`src/rtl/bekletmeli_aritmetik_birim.sv`:
```
// Multicycle ALU for the YURUTGERIYAZ stage: iterative shifter, optional extra wait
// cycles, and a combinational stage-advance qualifier (ilerle_o).
module bekletmeli_aritmetik_birim #(
   parameter int VERI_BIT      = 32,
   parameter int EK_GECIKME    = 0,
   parameter int KAYDIRMA_ADIM = 1
) (
   input  logic                clk,
   input  logic                rst,
   input  logic                basla_i,
   input  logic [2:0]          funct3_i,
   input  logic                alt_i,
   input  logic [VERI_BIT-1:0] islenen1_i,
   input  logic [VERI_BIT-1:0] islenen2_i,
   output logic [VERI_BIT-1:0] sonuc_o,
   output logic                sonuc_gecerli_o,
   output logic                mesgul_o,
   output logic                ilerle_o
);

   localparam int SH_W = $clog2(VERI_BIT);
   localparam int KW   = SH_W + 1;
   localparam logic [KW-1:0] ADIM = KW'(KAYDIRMA_ADIM);
   localparam logic [3:0]    EK   = 4'(EK_GECIKME);

   typedef enum logic [1:0] {BOSTA, HESAPLA, BEKLE, BITTI} durum_t;

   durum_t              durum_q, durum_d;
   logic [VERI_BIT-1:0] a_q, a_d;
   logic [VERI_BIT-1:0] b_q, b_d;
   logic [VERI_BIT-1:0] sonuc_q, sonuc_d;
   logic [2:0]          funct3_q, funct3_d;
   logic                alt_q, alt_d;
   logic [KW-1:0]       kalan_q, kalan_d;
   logic [3:0]          sayac_q, sayac_d;

   logic                kaydirma;
   logic [KW-1:0]       adim;
   logic [VERI_BIT-1:0] hesap;

   // a_q doubles as the shifter's working register and as the staging slot
   // for the result while BEKLE runs out.
   always_comb begin
      // NOTE: every combinationally assigned signal gets a default first so no latch is inferred.
      kaydirma = (funct3_q == 3'b001) || (funct3_q == 3'b101);
      adim     = (kalan_q < ADIM) ? kalan_q : ADIM;
      hesap    = '0;
      case (funct3_q)
         3'b000: begin
            if (alt_q) hesap = a_q - b_q;
            else       hesap = a_q + b_q;
         end
         3'b001: hesap    = a_q << adim;
         3'b010: hesap[0] = $signed(a_q) < $signed(b_q);
         3'b011: hesap[0] = a_q < b_q;
         3'b100: hesap    = a_q ^ b_q;
         3'b101: begin
            if (alt_q) hesap = $signed(a_q) >>> adim;
            else       hesap = a_q >> adim;
         end
         3'b110: hesap = a_q | b_q;
         3'b111: hesap = a_q & b_q;
         default: hesap = '0;
      endcase
   end

   always_comb begin
      durum_d  = durum_q;
      a_d      = a_q;
      b_d      = b_q;
      sonuc_d  = sonuc_q;
      funct3_d = funct3_q;
      alt_d    = alt_q;
      kalan_d  = kalan_q;
      sayac_d  = sayac_q;
      case (durum_q)
         BOSTA, BITTI: begin
            durum_d = BOSTA;
            if (basla_i) begin
               a_d      = islenen1_i;
               b_d      = islenen2_i;
               funct3_d = funct3_i;
               alt_d    = alt_i;
               kalan_d  = KW'(islenen2_i[SH_W-1:0]);
               durum_d  = HESAPLA;
            end
         end
         HESAPLA: begin
            a_d     = hesap;
            kalan_d = kalan_q - adim;
            if (!kaydirma || (kalan_q <= ADIM)) begin
               if (EK != 4'd0) begin
                  sayac_d = EK;
                  durum_d = BEKLE;
               end else begin
                  sonuc_d = hesap;
                  durum_d = BITTI;
               end
            end
         end
         BEKLE: begin
            sayac_d = sayac_q - 4'd1;
            if (sayac_q == 4'd1) begin
               sonuc_d = a_q;
               durum_d = BITTI;
            end
         end
         default: durum_d = BOSTA;
      endcase
   end

   always_ff @(posedge clk) begin
      // NOTE: state registers use non-blocking assignment so every flop samples pre-edge values.
      if (rst) begin
         durum_q  <= BOSTA;
         a_q      <= '0;
         b_q      <= '0;
         sonuc_q  <= '0;
         funct3_q <= '0;
         alt_q    <= 1'b0;
         kalan_q  <= '0;
         sayac_q  <= '0;
      end else begin
         durum_q  <= durum_d;
         a_q      <= a_d;
         b_q      <= b_d;
         sonuc_q  <= sonuc_d;
         funct3_q <= funct3_d;
         alt_q    <= alt_d;
         kalan_q  <= kalan_d;
         sayac_q  <= sayac_d;
      end
   end

   assign sonuc_o         = sonuc_q;
   assign sonuc_gecerli_o = (durum_q == BITTI);
   assign mesgul_o        = (durum_q == HESAPLA) || (durum_q == BEKLE);
   assign ilerle_o        = (durum_q == BITTI) || ((durum_q == BOSTA) && !basla_i);

endmodule
```
`config.mk`:
```
export PLATFORM = sky130hd
export DESIGN_NAME = bekletmeli_aritmetik_birim
export DESIGN_NICKNAME = d
export VERILOG_FILES = /design/src/rtl/bekletmeli_aritmetik_birim.sv
export SDC_FILE = /design/constraint.sdc
export NUM_CORES = 1
export LEC_CHECK = 0
export BUFFER_PORTS_ARGS = -buffer_cell sky130_fd_sc_hd__clkbuf_2
export CORE_UTILIZATION = 60
export CTS_CLUSTER_DIAMETER = 50
export DETAILED_ROUTE_END_ITERATION = 10
export GPL_TIMING_DRIVEN = 1
export HOLD_SLACK_MARGIN = 0.1
export PLACE_DENSITY = 0.81
export SYNTH_ARGS = -nofsm -noshare
export SYNTH_HDL_FRONTEND = slang
export SYNTH_SLANG_ARGS = --single-unit
```
`constraint.sdc`:
```
create_clock -name clk -period 10.1 [get_ports clk]
set_input_delay 0.505 -clock clk [delete_from_list [all_inputs] [get_ports clk]]
set_output_delay 0.505 -clock clk [all_outputs]
set_load 0.02 [all_outputs]
```
==> results.py, run 1 <==
metrics = {
    "worst_setup_path": {
        "critPathBufInv": 1,
        "critPathSlowestCell": "dfxtp_1",
        "max_stage_delay_ns": 0.48,
        "worstPathArrival_ns": 4.23,
        "worstPathCellList": "inv_1 -> fa_1 -> o21bai_2 -> a21oi_2 -> o311ai_2 -> a31oi_1 -> o21ai_0 -> a31oi_1 -> o41ai_1 -> a2111oi_0 -> a311oi_1 -> o21ai_0",
        "endpoint_kind": "flip-flop",
        "start_kind": "flip-flop",
        "path_delay_family": "compound AO/OA/AOI/OAI gates",
        "required_ns": 10.34,
        "critical_path_class": "flip-flop to flip-flop",
        "crit_path_max_fanout": 7,
    },
    "sta": {
        "tns_ns": 0,
        "maxSlewHeadroom": 0.06779,
        "skew_ns": 0.009183,
        "drv_slew": 0,
        "fin_crit_ns": 3.990,
        "worst_pin_slew_ns": 1.393,
        "setup_ws_ns": 6.110,
        "rsz0062_at_grt": "no",
        "finalHoldViolCount": 0,
        "setup_viol": 0,
        "post-route-period-util": 0.3950,
        "fmax_ghz": 0.2506,
    },
    "synth": {
        "synth.distinct_cells": 70,
        "ys_seq_area_frac": 0.2107,
        "synthMuxAreaShare": 0.03291,
        "syn_avg_cell_area_um2": 6.934,
        "synthAdderAreaFrac": 0.1248,
        "async_reset_ff_frac": 0,
        "yosysWarnings": 0,
        "yosysTopAreaCell": "dfxtp_1",
        "ys_ff_latch": 112,
        "synthTopCellsByArea": "dfxtp_1 (21%), ha_1 (12%), nand2_1 (8.8%), o21ai_0 (7.9%), a21oi_1 (6.5%)",
        "synthCells": 1535,
        "synth_top_family_by_area": "compound AO/OA/AOI/OAI gates",
        "synth_compound_area_frac": 0.3311,
        "synth_top_area_frac": 0.2107,
        "synth_area_um2": 10640,
        "synth_fp_nets": 1711,
        "synth-simple-area-share": 0.1949,
        "synth-xor-area-share": 0.02386,
        "synth_ff_type": "dfxtp_1",
        "synth-edff-count": 0,
    },
    "worst_hold_path": {
        "hp-class": "input port to flip-flop",
    },
    "drt": {
        "viasPerCell": 6.717,
        "via_count": 11940,
        "ant_nets": 0,
        "drc": 0,
        "first_pass_iters": 6,
        "avgRoutedWirePerCell_um": 21.39,
        "wl_um": 38040,
        "drt_iter0_markers": 1276,
    },
    "global_route": {
        "grt_pass1_wl_um": 58880,
        "grt_pass1_vias": 11070,
        "gr-total-overflow": 0,
        "grt_use_total": 0.4133,
        "antenna_found_initial": 0,
        "grt_max_degree": 82,
    },
    "floorplan": {
        "fp-row-count": 48,
        "die_w_um": 135.2,
        "die-area_um2": 18280,
        "core_um2": 17300,
        "die_y_um": 135.2,
        "start_util": 0.6154,
        "ios": 106,
    },
    "clock_tree": {
        "post_cts_resize_count": 0,
        "clock_sinks": 112,
        "path_clk_slew_ns": 0.09,
        "cts_hold_buf": 0,
        "h-tree-depth": 3,
        "cts-root-buf": "clkbuf_16",
        "cts_tree": "done",
        "clock_path_buffers": 2,
        "cts_inserted_buffers": 9,
        "clk-insertion-delay-late_ns": 0.37,
        "cts_setup_buffers": 0,
    },
    "finish": {
        "num-fill-cells": 1597,
        "antenna_cells": 0,
        "layout.nets": 1724,
        "multiInputGateArea_um2": 7551,
        "syn2layout_area_growth_pct": 7.759,
        "regArea_um2": 2245,
        "drive_gt1_frac": 0.1056,
    },
    "place": {
        "dp_hpwl_um": 26200,
        "gp_congestion": 1.021,
        "pre_cts_ws_ns": 6.265,
        "numPortBuffers": 105,
    },
    "power_and_ir_drop": {
        "vdd_drop_max_mv": 0.2173,
        "power_density_nw_per_um2": 356.4,
        "power.leakage_uw": 0.004394,
    },
    "run": {
        "maxCapViolCount": 0,
    },
    "outcome": {
        "status": "completed",
    },
}
## routing by layer
| metal | track usage | wire (um) |
|---|---|---|
| met1 | 0.5019 | 14590 |
| met4 | 0.2559 | 2383 |
| met5 | 0 | 0 |
| met3 | 0.06098 | 3309 |
| met2 | 0.6866 | 17760 |
## worst paths after layout
| check | slack [ns] | to | depth (start not counted) | start |
|---|---|---|---|---|
| worst max-delay path | 6.11 | sonuc_o[30] | 12 | a_q[1] |
| worst min-delay path | 0.34 | b_q[19] | 3 | islenen2_i[19] |
| worst max register to register | 6.11 | sonuc_o[30] | 12 | a_q[1] |
| worst min register to register | 0.46 | sonuc_o[5] | 2 | sonuc_o[5] |
## through the flow
step	total power, uW	hold slack, ns	area (um^2)	util	instances
after floorplan	2775	0.4443	10640	-	1535
final	4088	0.3391	11470	0.6631	1778
after detailed placement	3580	0.4489	11140	0.6442	1761
after global placement	3528	0.4398	11140	0.6442	1761
after global routing	4339	0.3367	11470	0.6631	1778
after CTS	3981	0.3307	11460	0.6625	1777
## registers in the layout, indices dropped and copies added, names as in the netlist
| register | flops |
|---|---|
| funct3_q | 3 |
| sayac_q | 4 |
| durum_q | 2 |
| sonuc_o | 32 |
| kalan_q | 6 |
| b_q | 32 |
| a_q | 32 |
| alt_q | 1 |
## power breakdown
group,switching [uW],internal (uW),total (uW)
registers,203,596,799
logic,1950,941,2890
clock network,218,181,399
## cell type report
cell class / count / share of cell area
multi-input cells: 1193 / 0.6583
flip-flops and latches: 112 / 0.1957
repair buffers: 123 / 0.05814
inverters: 109 / 0.03567
well taps: 225 / 0.02454
clock buffers: 9 / 0.01964
clock inverters: 7 / 0.007963
## cells in the mapped netlist (6+ instances only)
library cell,instances
a2111oi_0,6
a211oi_1,29
a21o_1,14
a21oi_1,138
a221oi_1,9
a22oi_1,18
a311oi_1,23
a31oi_1,19
and3_1,6
buf_1,13
clkbuf_1,103
dfxtp_1,112
ha_1,103
inv_1,107
mux2i_1,35
nand2_1,250
nand2b_1,6
nand3_1,31
nand4_1,9
nor2_1,93
nor2b_1,7
nor3_1,22
nor4_1,17
o211ai_1,27
o21a_1,7
o21ai_0,167
o21bai_1,13
o311ai_0,7
o31ai_1,13
or3_1,18
xnor2_1,28
## kinds of logic after synthesis
family / count (synthesis)
buffers and inverters: 230
AND/OR/NAND/NOR: 474
AO/OA/AOI/OAI: 550
adder cells (fa/ha/maj): 105
flip-flops: 112
XOR/XNOR: 29
multiplexers: 35
## tightest hold or removal path: stages
cell and delay [ns]:
clkbuf_2 0.08, nand2_1 0.04, a21oi_1 0.05
## placed cells by master, fill, tap and decap left out, types with 5 or more instances in the layout
cell type,n
a2111oi_0,6
a211o_1,5
a211oi_1,29
a21o_1,14
a21oi_1,137
a221oi_1,9
a22oi_1,18
a311o_1,5
a311oi_1,23
a31oi_1,19
a32o_1,5
and3_1,6
buf_4,18
clkbuf_16,9
clkbuf_2,104
dfxtp_1,110
ha_1,102
inv_1,107
mux2i_1,35
nand2_1,250
nand2b_1,5
nand3_1,31
nand4_1,9
nor2_1,92
nor2b_1,6
nor3_1,22
nor4_1,17
o211ai_1,27
o21a_1,7
o21ai_0,167
o21bai_1,13
o311ai_0,7
o31a_1,5
o31ai_1,13
or3_1,18
xnor2_1,28
(Power assumes the default switching activity.)
==> inputs of run 2 (changes only) <==
Clock period 10.1 ns to 3.7 ns, I/O delays scaled along.
==> results.py, run 2 (synthesized netlist as in run 1, its figures left out) <==
metrics = {
    "power_and_ir_drop": {
        "vdd_drop_max_mv": 0.7583,
        "power.leakage_uw": 0.004797,
        "power_frac_seq": 0.178,
        "swShare": 0.5647,
        "power_density_nw_per_um2": 954.4,
        "p_clk_frac": 0.092,
        "p_int_uw": 5096,
        "p_switching_uw": 6612,
        "p_comb_frac": 0.730,
    },
    "sta": {
        "rsz0062_at_grt": "no",
        "worst_pin_slew_ns": 1.013,
        "setup_ws_ns": 0.1575,
        "fmax_ghz": 0.2823,
        "maxSlewHeadroom": 0.3150,
        "setup_viol": 0,
        "tns_ns": 0,
        "finalHoldViolCount": 0,
        "post-route-period-util": 0.9574,
        "skew_ns": 0.01055,
        "drv_slew": 0,
        "fin_crit_ns": 3.543,
    },
    "outcome": {
        "status": "completed",
    },
    "place": {
        "dp_hpwl_um": 27660,
        "gp_congestion": 1.030,
        "dpl.cell_count": 1807,
        "pre_cts_ws_ns": 0.08976,
        "numPortBuffers": 105,
    },
    "worst_setup_path": {
        "critPathSlowestCell": "or4_4",
        "worstPathCellList": "inv_1 -> ha_1 -> fa_1 -> o21bai_2 -> a21oi_2 -> o311ai_4 -> a311oi_2 -> or4_4 -> a211oi_4 -> nor2_1 -> o311a_1 -> a311oi_1",
        "required_ns": 3.99,
        "crit_path_max_fanout": 4,
        "timing.rr.start": "a_q[0]",
        "endpoint_kind": "flip-flop",
        "worstPathArrival_ns": 3.83,
        "startpoint": "a_q[0]",
        "critPathBufInv": 1,
        "critical_path_class": "flip-flop to flip-flop",
        "start_kind": "flip-flop",
        "max_stage_delay_ns": 0.54,
        "path_delay_family": "compound AO/OA/AOI/OAI gates",
    },
    "floorplan": {
        "ios": 106,
        "core_um2": 17300,
        "die_y_um": 135.2,
        "die-area_um2": 18280,
        "fp-row-count": 48,
        "die_w_um": 135.2,
        "start_util": 0.6154,
    },
    "clock_tree": {
        "clk-insertion-delay-late_ns": 0.38,
        "cts_tree": "done",
        "cts_inserted_buffers": 9,
        "cts-root-buf": "clkbuf_16",
        "clock_path_buffers": 2,
        "h-tree-depth": 3,
        "path_clk_slew_ns": 0.10,
        "cts_setup_buffers": 0,
        "clock_sinks": 112,
    },
    "worst_hold_path": {
        "hp-class": "input port to flip-flop",
        "worstHoldStart": "islenen1_i[26]",
    },
    "finish": {
        "fin_util": 0.7092,
        "final_common_cell": "nand2_1",
        "layout.nets": 1804,
        "antenna_cells": 0,
        "syn2layout_area_growth_pct": 15.25,
        "layout.cells.non_filler": 1858,
        "layout_common_cells": "nand2_1 (250), o21ai_0 (166), a21oi_1 (137), dfxtp_1 (109), inv_1 (107)",
        "drive_gt1_frac": 0.1335,
    },
    "drt": {
        "ant_nets": 0,
        "wl_met2_um": 18160,
        "met1_length_um": 15130,
        "avgRoutedWirePerCell_um": 21.11,
        "first_pass_iters": 6,
        "drt_iter0_markers": 1175,
        "via_count": 12110,
        "wl_met3_um": 3253,
        "viasPerCell": 6.517,
        "wl_um": 39220,
        "drc": 0,
        "top_layer_used": "met4",
    },
    "global_route": {
        "grt_use_total": 0.4306,
        "gr-total-overflow": 0,
        "grt_pass1_wl_um": 61020,
        "antenna_found_initial": 0,
        "grt_max_degree": 65,
        "grt_pass1_vias": 11410,
    },
    "run": {
        "maxCapViolCount": 0,
    },
}
[run 2: cell types whose count changed in the layout (fill, tap and decap cells not counted), moves of 2 or more]
cell	previous run	this run
a211oi_1	29	27
buf_4	18	60
buf_12	0	4
a311oi_1	23	21
a311oi_2	0	2
dlygate4sd3_1	0	35
[run 2: worst paths after layout]
path	end	slack, ns	depth (start not counted)
max	sonuc_o[28]	0.16	12
min	a_q[26]	0.11	3
max reg2reg	sonuc_o[28]	0.16	12
min reg2reg	sonuc_o[6]	0.46	2
[run 2: cell type report]
type / count / area (um^2)
clock buffers: 9 / 225.2
flip-flops and latches: 112 / 2246
well taps: 225 / 281.5
repair buffers: 203 / 1401
multi-input cells: 1193 / 7617
clock inverters: 7 / 86.33
inverters: 109 / 409.1
fillers: 1479 / 5030
[run 2: through the flow]
step | hold slack (ns) | instance area [um^2] | total power (uW)
finish | 0.1137 | 12270 | 11710
global route | 0.1130 | 12270 | 12500
CTS | 0.1158 | 12200 | 11280
detailed placement | 0.4098 | 11530 | 10150
global placement | 0.4068 | 11530 | 10070
floorplan | 0.3210 | 10640 | 7576
[run 2: power by group through the flow]
stage          clock network [uW]  logic, uW  registers [uW]
2_1_floorplan                   0       5420            2160
3_3_place_gp                    0       8000            2070
3_5_place_dp                    0       8070            2080
4_1_cts                      1080       8140            2060
5_1_grt                      1120       9260            2130
6_report                     1080       8550            2080
[run 2: what timing repair did]
action,in CTS,in global routing
endpoints found under the hold margin,35,0
resized for setup,0,13
hold buffers,35,0
setup endpoints to repair,0,8
[run 2: tightest hold or removal path, delay by kind of cell]
family / cells / cell delay (ns)
buffers and inverters: 1 / 0.08
AND/OR/NAND/NOR: 1 / 0.07
AO/OA/AOI/OAI: 1 / 0.12
[run 2: per-layer routing]
layer  GRT usage  up-vias
met4      0.2971        0
met1      0.5042     5659
li1            -     5664
met2      0.7083      628
met3     0.08455      158
met5           0        -
